## src/rtl/regfile_write_arbiter_if.sv

```systemverilog
// Writeback request bundle: two requesters (A = ALU, B = load path) feeding the
// register file write arbiter over valid/ready handshakes.
interface regfile_write_arbiter_if #(
  parameter int ADDR_W = 3,
  parameter int DATA_W = 8
);
  logic              a_valid;
  logic              a_ready;
  logic [ADDR_W-1:0] a_addr;
  logic [DATA_W-1:0] a_data;
  logic              b_valid;
  logic              b_ready;
  logic [ADDR_W-1:0] b_addr;
  logic [DATA_W-1:0] b_data;

  // Requester side drives the writes and watches ready.
  modport master (
    output a_valid, a_addr, a_data, b_valid, b_addr, b_data,
    input  a_ready, b_ready
  );

  // Arbiter side accepts the writes and returns ready.
  modport slave (
    input  a_valid, a_addr, a_data, b_valid, b_addr, b_data,
    output a_ready, b_ready
  );
endinterface

```

## src/rtl/regfile_write_arbiter.sv

```systemverilog
// Round-robin arbiter sharing the single register file write port between two
// writeback requesters. The granted write sits in a one-entry stage that drives
// the write port; read ports bypass staged data ahead of its commit, and a
// saturating counter tracks cycles where both requesters contend.

// One read port's bypass: staged write data wins over the array read.
module regfile_write_arbiter_bypass #(
  parameter int ADDR_W = 3,
  parameter int DATA_W = 8
) (
  input  logic              rf_we,
  input  logic [ADDR_W-1:0] rf_waddr,
  input  logic [DATA_W-1:0] rf_wdata,
  input  logic [ADDR_W-1:0] rd_addr,
  input  logic [DATA_W-1:0] rf_rdata,
  output logic [DATA_W-1:0] rd_data
);
  // Register 0 is an ordinary register here, so no zero-address exception.
  always_comb begin
    rd_data = (rf_we && (rf_waddr == rd_addr)) ? rf_wdata : rf_rdata;
  end
endmodule

module regfile_write_arbiter #(
  parameter int DATA_W = 8,
  parameter int ADDR_W = 3,
  parameter int CNT_W  = 8
) (
  input  logic                  clk,
  input  logic                  rst_n,
  regfile_write_arbiter_if.slave req,
  output logic                  rf_we,
  output logic [ADDR_W-1:0]     rf_waddr,
  output logic [DATA_W-1:0]     rf_wdata,
  input  logic [ADDR_W-1:0]     rd_addr1,
  input  logic [ADDR_W-1:0]     rd_addr2,
  input  logic [DATA_W-1:0]     rf_rdata1,
  input  logic [DATA_W-1:0]     rf_rdata2,
  output logic [DATA_W-1:0]     rd_data1,
  output logic [DATA_W-1:0]     rd_data2,
  output logic [CNT_W-1:0]      conflict_cnt
);
  localparam int NUM_RD = 2;

  typedef enum logic {PRI_A = 1'b0, PRI_B = 1'b1} pri_e;

  typedef struct packed {
    logic              vld;
    logic [ADDR_W-1:0] addr;
    logic [DATA_W-1:0] data;
  } stage_t;

  pri_e              pri_q, pri_d;
  stage_t            stage_q, stage_d;
  logic [CNT_W-1:0]  cnt_q, cnt_d;
  logic              a_go, b_go, both_vld;

  // Grant, stage load, priority rotation and contention count.
  // Ready looks only at the other requester's valid and the priority, never at
  // the stage, so a new write can be taken every cycle.
  always_comb begin
    both_vld    = req.a_valid && req.b_valid;
    req.a_ready = !req.b_valid || (pri_q == PRI_A);
    req.b_ready = !req.a_valid || (pri_q == PRI_B);
    a_go        = req.a_valid && req.a_ready;
    b_go        = req.b_valid && req.b_ready;
    pri_d       = pri_q;
    stage_d     = stage_q;
    stage_d.vld = 1'b0;
    if (a_go) begin
      stage_d = '{vld: 1'b1, addr: req.a_addr, data: req.a_data};
      pri_d   = PRI_B;
    end else if (b_go) begin
      stage_d = '{vld: 1'b1, addr: req.b_addr, data: req.b_data};
      pri_d   = PRI_A;
    end
    cnt_d = cnt_q;
    if (both_vld && (cnt_q != {CNT_W{1'b1}})) cnt_d = cnt_q + 1'b1;
  end

  // State registers; async reset drops any staged write before it commits.
  always_ff @(posedge clk or negedge rst_n) begin
    if (!rst_n) begin
      pri_q   <= PRI_A;
      stage_q <= '0;
      cnt_q   <= '0;
    end else begin
      pri_q   <= pri_d;
      stage_q <= stage_d;
      cnt_q   <= cnt_d;
    end
  end

  assign rf_we        = stage_q.vld;
  assign rf_waddr     = stage_q.addr;
  assign rf_wdata     = stage_q.data;
  assign conflict_cnt = cnt_q;

  logic [NUM_RD-1:0][ADDR_W-1:0] rd_addr_v;
  logic [NUM_RD-1:0][DATA_W-1:0] rf_rdata_v, rd_data_v;

  assign rd_addr_v  = {rd_addr2, rd_addr1};
  assign rf_rdata_v = {rf_rdata2, rf_rdata1};
  assign rd_data1   = rd_data_v[0];
  assign rd_data2   = rd_data_v[1];

  for (genvar i = 0; i < NUM_RD; i++) begin : g_rd
    regfile_write_arbiter_bypass #(.ADDR_W(ADDR_W), .DATA_W(DATA_W)) u_byp (
      .rf_we    (stage_q.vld),
      .rf_waddr (stage_q.addr),
      .rf_wdata (stage_q.data),
      .rd_addr  (rd_addr_v[i]),
      .rf_rdata (rf_rdata_v[i]),
      .rd_data  (rd_data_v[i])
    );
  end
endmodule

```

## src/flat_wrapper.sv

```systemverilog
// flat-port wrapper written by rule: the top's interface ports become plain ports
module regfile_write_arbiter_flat 
#(
  parameter int DATA_W = 8,
  parameter int ADDR_W = 3,
  parameter int CNT_W  = 8
)
  (clk, rst_n, rf_we, rf_waddr, rf_wdata, rd_addr1, rd_addr2, rf_rdata1, rf_rdata2, rd_data1, rd_data2, conflict_cnt, req_a_valid, req_a_addr, req_a_data, req_b_valid, req_b_addr, req_b_data, req_a_ready, req_b_ready);
  regfile_write_arbiter_if #(.ADDR_W(ADDR_W), .DATA_W(DATA_W)) req_i ();
  input  logic clk;
  input  logic rst_n;
  output logic rf_we;
  output logic [ADDR_W-1:0] rf_waddr;
  output logic [DATA_W-1:0] rf_wdata;
  input  logic [ADDR_W-1:0] rd_addr1;
  input  logic [ADDR_W-1:0] rd_addr2;
  input  logic [DATA_W-1:0] rf_rdata1;
  input  logic [DATA_W-1:0] rf_rdata2;
  output logic [DATA_W-1:0] rd_data1;
  output logic [DATA_W-1:0] rd_data2;
  output logic [CNT_W-1:0] conflict_cnt;
  input wire logic [$bits(req_i.a_valid)-1:0] req_a_valid;
  input wire logic [$bits(req_i.a_addr)-1:0] req_a_addr;
  input wire logic [$bits(req_i.a_data)-1:0] req_a_data;
  input wire logic [$bits(req_i.b_valid)-1:0] req_b_valid;
  input wire logic [$bits(req_i.b_addr)-1:0] req_b_addr;
  input wire logic [$bits(req_i.b_data)-1:0] req_b_data;
  output wire logic [$bits(req_i.a_ready)-1:0] req_a_ready;
  output wire logic [$bits(req_i.b_ready)-1:0] req_b_ready;
  assign req_i.a_valid = req_a_valid;
  assign req_i.a_addr = req_a_addr;
  assign req_i.a_data = req_a_data;
  assign req_i.b_valid = req_b_valid;
  assign req_i.b_addr = req_b_addr;
  assign req_i.b_data = req_b_data;
  assign req_a_ready = req_i.a_ready;
  assign req_b_ready = req_i.b_ready;
  regfile_write_arbiter #(.DATA_W(DATA_W), .ADDR_W(ADDR_W), .CNT_W(CNT_W)) u_core (.clk(clk), .rst_n(rst_n), .req(req_i), .rf_we(rf_we), .rf_waddr(rf_waddr), .rf_wdata(rf_wdata), .rd_addr1(rd_addr1), .rd_addr2(rd_addr2), .rf_rdata1(rf_rdata1), .rf_rdata2(rf_rdata2), .rd_data1(rd_data1), .rd_data2(rd_data2), .conflict_cnt(conflict_cnt));
endmodule
```

## config.mk

```make
export PLATFORM = sky130hd
export DESIGN_NAME = regfile_write_arbiter_flat
export DESIGN_NICKNAME = d
export VERILOG_FILES = /design/src/rtl/regfile_write_arbiter_if.sv /design/src/rtl/regfile_write_arbiter.sv /design/src/flat_wrapper.sv
export SDC_FILE = /design/constraint.sdc
export NUM_CORES = 1
export LEC_CHECK = 0
export BUFFER_PORTS_ARGS = -buffer_cell sky130_fd_sc_hd__buf_2
export CELL_PAD_IN_SITES_DETAIL_PLACEMENT = 0
export CELL_PAD_IN_SITES_GLOBAL_PLACEMENT = 2
export CORE_UTILIZATION = 22
export DETAILED_ROUTE_END_ITERATION = 16
export PLACE_DENSITY_LB_ADDON = 0.1
export SLEW_MARGIN = 20
export SYNTH_ARGS = -nofsm -noshare
export SYNTH_HDL_FRONTEND = slang
export SYNTH_SLANG_ARGS = --single-unit
```

## constraint.sdc

```tcl
create_clock -name clk -period 2 [get_ports clk]
set_clock_uncertainty 0.1 [all_clocks]
set_input_delay 0.1 -clock clk [delete_from_list [all_inputs] [get_ports clk]]
set_output_delay 0.1 -clock clk [all_outputs]
set_load 0.05 [all_outputs]
```

# Word level (Yosys, flattened, before mapping)
# Index checks and enable logic that the tools add are counted.
# totals
wordCells,27
regBits,21
out_inout_bits,38
# classes
n_eq_ne,3
n_addsub,1
reduce_logical,11
n_mux,6
bitwise_logic,1
# ops
op,n
$mux 12,2
$mux 8,2
$add 8x1->8 const B,1
$ne 8x8->1 const B,1
$eq 3x3->1,2
$logic_and 1x1->1,6
$logic_not 1->1,2
$logic_or 1x1->1,2
$mux 1,2
$reduce_bool 2->1,1
$not 1->1,1

# Depth between registers and ports, before layout
# depth
depth_word,5
mapped_depth,6
mapped_depth_nobuf,5

# Cells and area by module
# From an unflattened synthesis, not the netlist that was laid out.
# hier_totals
cells_unflattened,130
area_unflattened_um2,1413.9
# by_module_without_submodules
mod,cells_each,seq_area_each_um2,area_each_um2,n_inst
regfile_write_arbiter,106,525.5,1156.1,1
regfile_write_arbiter_bypass,12,0.0,128.9,2

# Worst setup path after synthesis
# OpenSTA, ideal clock, no wires.
# synth_path
kind,register -> output
startpoint,register u_core.stage_q (netlist bit u_core.rf_waddr[1])
endpoint,output rd_data2[0]
path_slack_ps,127
arrival_time_ps,1673
path_buffers,0
required_time_ps,1800
stages_incl_launch_ff,4
path_cell_list,dfrtp_1 > xnor2_1 > nand4_2 > mux2_1
# synth_via
elab_chain_len,3
# synth_rtl
element,line,rtl
start: declaration,regfile_write_arbiter.sv:54,"stage_t stage_q, stage_d;"
start signal: assignment,regfile_write_arbiter.sv:89,stage_q <= stage_d;
$eq 3x3->1,regfile_write_arbiter.sv:20,rd_data = (rf_we && (rf_waddr == rd_addr)) ? rf_wdata : rf_rdata;
$logic_and 1x1->1,regfile_write_arbiter.sv:20,
$mux 8,regfile_write_arbiter.sv:20,
end: declaration,flat_wrapper.sv:20,output logic [DATA_W-1:0] rd_data2;
# No other way between the ends.

# Worst setup path after layout
# layout_path
startpoint,register u_core.stage_q (netlist bit u_core.rf_waddr[2])
endpoint,output rd_data2[7]
# The elaborated chain is that of the path after synthesis.

==> impl_results.md <==
- DRC viols: 0
- Most frequent cells in the layout: buf_2 (81), dfrtp_1 (18), mux2_2 (15), nor2_1 (14), a21oi_1 (14)
- DP Wirelength: between 3000 and 4000 um
- Worst-case clock buffer depth: 2
- Gr usage total: 13.68%
- Root buf cell: clkbuf_8
- Distinct cells, synth: 27
- Peak VDD IR: 0.5287 mV
- WL met1: 1893 um
- Post-route minimum period: between 1.5 and 2 ns
- Setup WS post-layout: 0.07047 ns
- Leak Pwr: 0.9642 nW
- Crit path DAT: 1.73 ns
- CTS H-tree lvls: 1
- Std-Cell Rows: 27
- Max-cap violation count: 0
- Hold Path Class: in -> reg
- CTS tree: yes
- Setup Slack @ Placement: 0.1534 ns
- Net switching power figure: 962.2 uW
- Internal: 956.4 uW
- Most common cell after layout, fill and taps aside: buf_2
- RSZ-0062 raised after global routing: yes
- Die footprint: 6203 sq um
- DR WL met3: 255 um
- Die X: 78.76 um
- Largest net degree at the start of global routing: 23
- Fraction of layout cells with a size suffix above 1: 53.54%
- Seq/Total Area, Yosys: around 41%
- Pwr Total: 1.919 mW
- Relative slew slack: 65.63%
- CTS buffer count: 3
- R2r setup slk: around 0.44 ns
- Chip Height: approximately 79 um
- Setup-failing EPs final: 0
- Final wirelength: about 4000 um
- PD cells: 986.8 nW/um^2
- Clock Power Share: 14.9%
- I/O pins: 86
- Area delta synth->final: 50.00%
- Sw Share: 50.15%
- Critical Path Fanout Max: 8
- Initial antenna violation count: 0
- Core Region: 5608 sq um
- Met2 wire length: 1927 um
- Drt via density: 4.510
- Hold Fails Final Rpt: 0
- DR pass1 iterations: 4
- Fin crit share: 96.48%
- Highest routed layer: met4
- First-pass GRT wire length: 6603 um
- Routed len/inst: 13.82 um
- Part of the power in registers: 32.9%
- Cells after Synth: 140
- Clk sink count: 21
- Ant. Diodes: 0
- Initial Util: around 23%
- Gr ovfl total: 0
- Critical path endpoint category: primary output
- Worst skew pair latency: between 0.2 and 0.3 ns
- Gpl congestion: 0.7454
- DRT antenna net count: 0
- Synth Warn #: 0
- Syn_nets: 189
- Data required, critical path: 1.80 ns
- Seq cells post-synth: 21
- Vias in the first global route: around 1300
- Final Slew Violations: 0
- Layout Nets: 276
- # fillers: 623
- Crit Path Category: reg -> out
- Fmax: 518.3 MHz
- Reg clk slew, reported paths: 0.09 ns
- Slew @ Worst Pin: about 0.52 ns
- Crit start category: flip-flop
- Post-synthesis average cell area: ~9.3 sq um
- Cell Area, Synth: 1296 sq um
- Via count: 1344
- Combinational power share: a little over half
- Number of I/O port buffers: 85
- 1st-iter DRT viols: 27
- Outcome: complete, no violations
[power by group through the flow]
stage,registers (mW),clock network (mW),logic (mW)
2_1_floorplan,0.932,0,0.413
3_3_place_gp,0.630,0,0.960
3_5_place_dp,0.633,0,0.967
4_1_cts,0.633,0.300,0.998
5_1_grt,0.650,0.317,1.06
6_report,0.632,0.286,1.00
[state kept, by name (all words and copies together) (netlist names)]
register / flops
u_core.conflict_cnt: 8
u_core.rf_we: 1
u_core.rf_wdata: 8
u_core.rf_waddr: 3
u_core.pri_q: 1
[worst max-delay path: stages, from the launching register on]
cell     delay [ns]
dfrtp_2        0.45
xnor2_2        0.20
nand4_4        0.25
mux2_4         0.36
buf_2          0.21
[final cells by class]
cell class,count,area (sq um),share of cell area (%)
multi-input combinational,99,759.5,39.06
sequential,21,529.3,27.22
timing repair buffer,89,470.5,24.20
tap,72,90.09,4.633
inverter,13,48.80,2.510
clock buffer,3,41.29,2.124
clock inverter,1,5.005,0.2574
[synthesized netlist by cell type]
| master | n | area (sq um) |
|---|---|---|
| a21oi_1 | 14 | 70.07 |
| a31oi_1 | 11 | 68.82 |
| and2_2 | 1 | 7.510 |
| and3_1 | 1 | 6.260 |
| buf_2 | 2 | 10.01 |
| buf_4 | 1 | 7.510 |
| clkbuf_1 | 4 | 15.01 |
| dfrtp_1 | 21 | 525.5 |
| ha_1 | 1 | 12.51 |
| inv_1 | 13 | 48.80 |
| mux2_1 | 3 | 33.78 |
| mux2_2 | 15 | 168.9 |
| mux2i_1 | 1 | 10.01 |
| nand2_1 | 4 | 15.01 |
| nand2b_1 | 1 | 6.260 |
| nand3_1 | 2 | 10.01 |
| nand4_1 | 3 | 18.77 |
| nand4_2 | 2 | 25.02 |
| nor2_1 | 14 | 52.55 |
| nor3_1 | 1 | 5.000 |
| o21ai_0 | 1 | 5.000 |
| o21ai_1 | 1 | 5.000 |
| o22ai_1 | 11 | 68.82 |
| or2_1 | 1 | 6.260 |
| or2_2 | 1 | 6.260 |
| xnor2_1 | 8 | 70.07 |
| xor2_1 | 2 | 17.52 |
[worst paths after layout]
kind                                                         start                                  to  cells past startpoint
worst max-delay path                u_core.rf_waddr[2]$_DFFE_PN0P_                         rd_data2[7]                      4
worst min-delay path                                 req_a_data[2]      u_core.rf_wdata[2]$_DFFE_PN0P_                      3
worst max register to register  u_core.conflict_cnt[0]$_DFFE_PN0P_  u_core.conflict_cnt[1]$_DFFE_PN0P_                      4
worst min register to register  u_core.conflict_cnt[5]$_DFFE_PN0P_  u_core.conflict_cnt[5]$_DFFE_PN0P_                      1
max in group asynchronous                                    rst_n      u_core.rf_waddr[1]$_DFFE_PN0P_                      2
min in group asynchronous                                    rst_n  u_core.conflict_cnt[5]$_DFFE_PN0P_                      2
[routing by layer]
metal / up-vias / track usage, %
met5: - / 0
met4: 0 / 2.963
met3: 6 / 2.759
met2: 54 / 23.74
met1: 611 / 17.42
li1: 673 / -
[metrics by stage]
step	hold slack, ns	instance area [sq um]	util, %	TNS, ns	instances
floorplan	-0.2956	1296	-	0	140
global placement	0.01068	1787	31.86	0	291
detailed placement	0.01645	1787	31.86	0	291
CTS	0.001568	1918	34.20	0	297
global route	0.002837	1944	34.67	-0.002956	298
finish	0.005959	1944	34.67	0	298
[cell families after synthesis]
kind of cell	Yosys count	synth area share, %
muxes	19	16.41
AOI/OAI and AO/OA	38	16.80
DFF	21	40.54
and+or+nand+nor	31	12.26
adders and majority gates	1	0.9651
buffers and inverters	20	6.274
xor gates and xnor gates	10	6.757
[what timing repair did]
action | CTS | global route
cloned | 0 | 0
buffers inserted | 0 | 1
pin swaps | 1 | 4
endpoints found under the setup margin | 16 | 16
hold buffers | 2 | 0
hold endpoints to repair | 22 | 0
resized for setup | 10 | 8
Note: power is estimated with default switching activity, not from simulation.
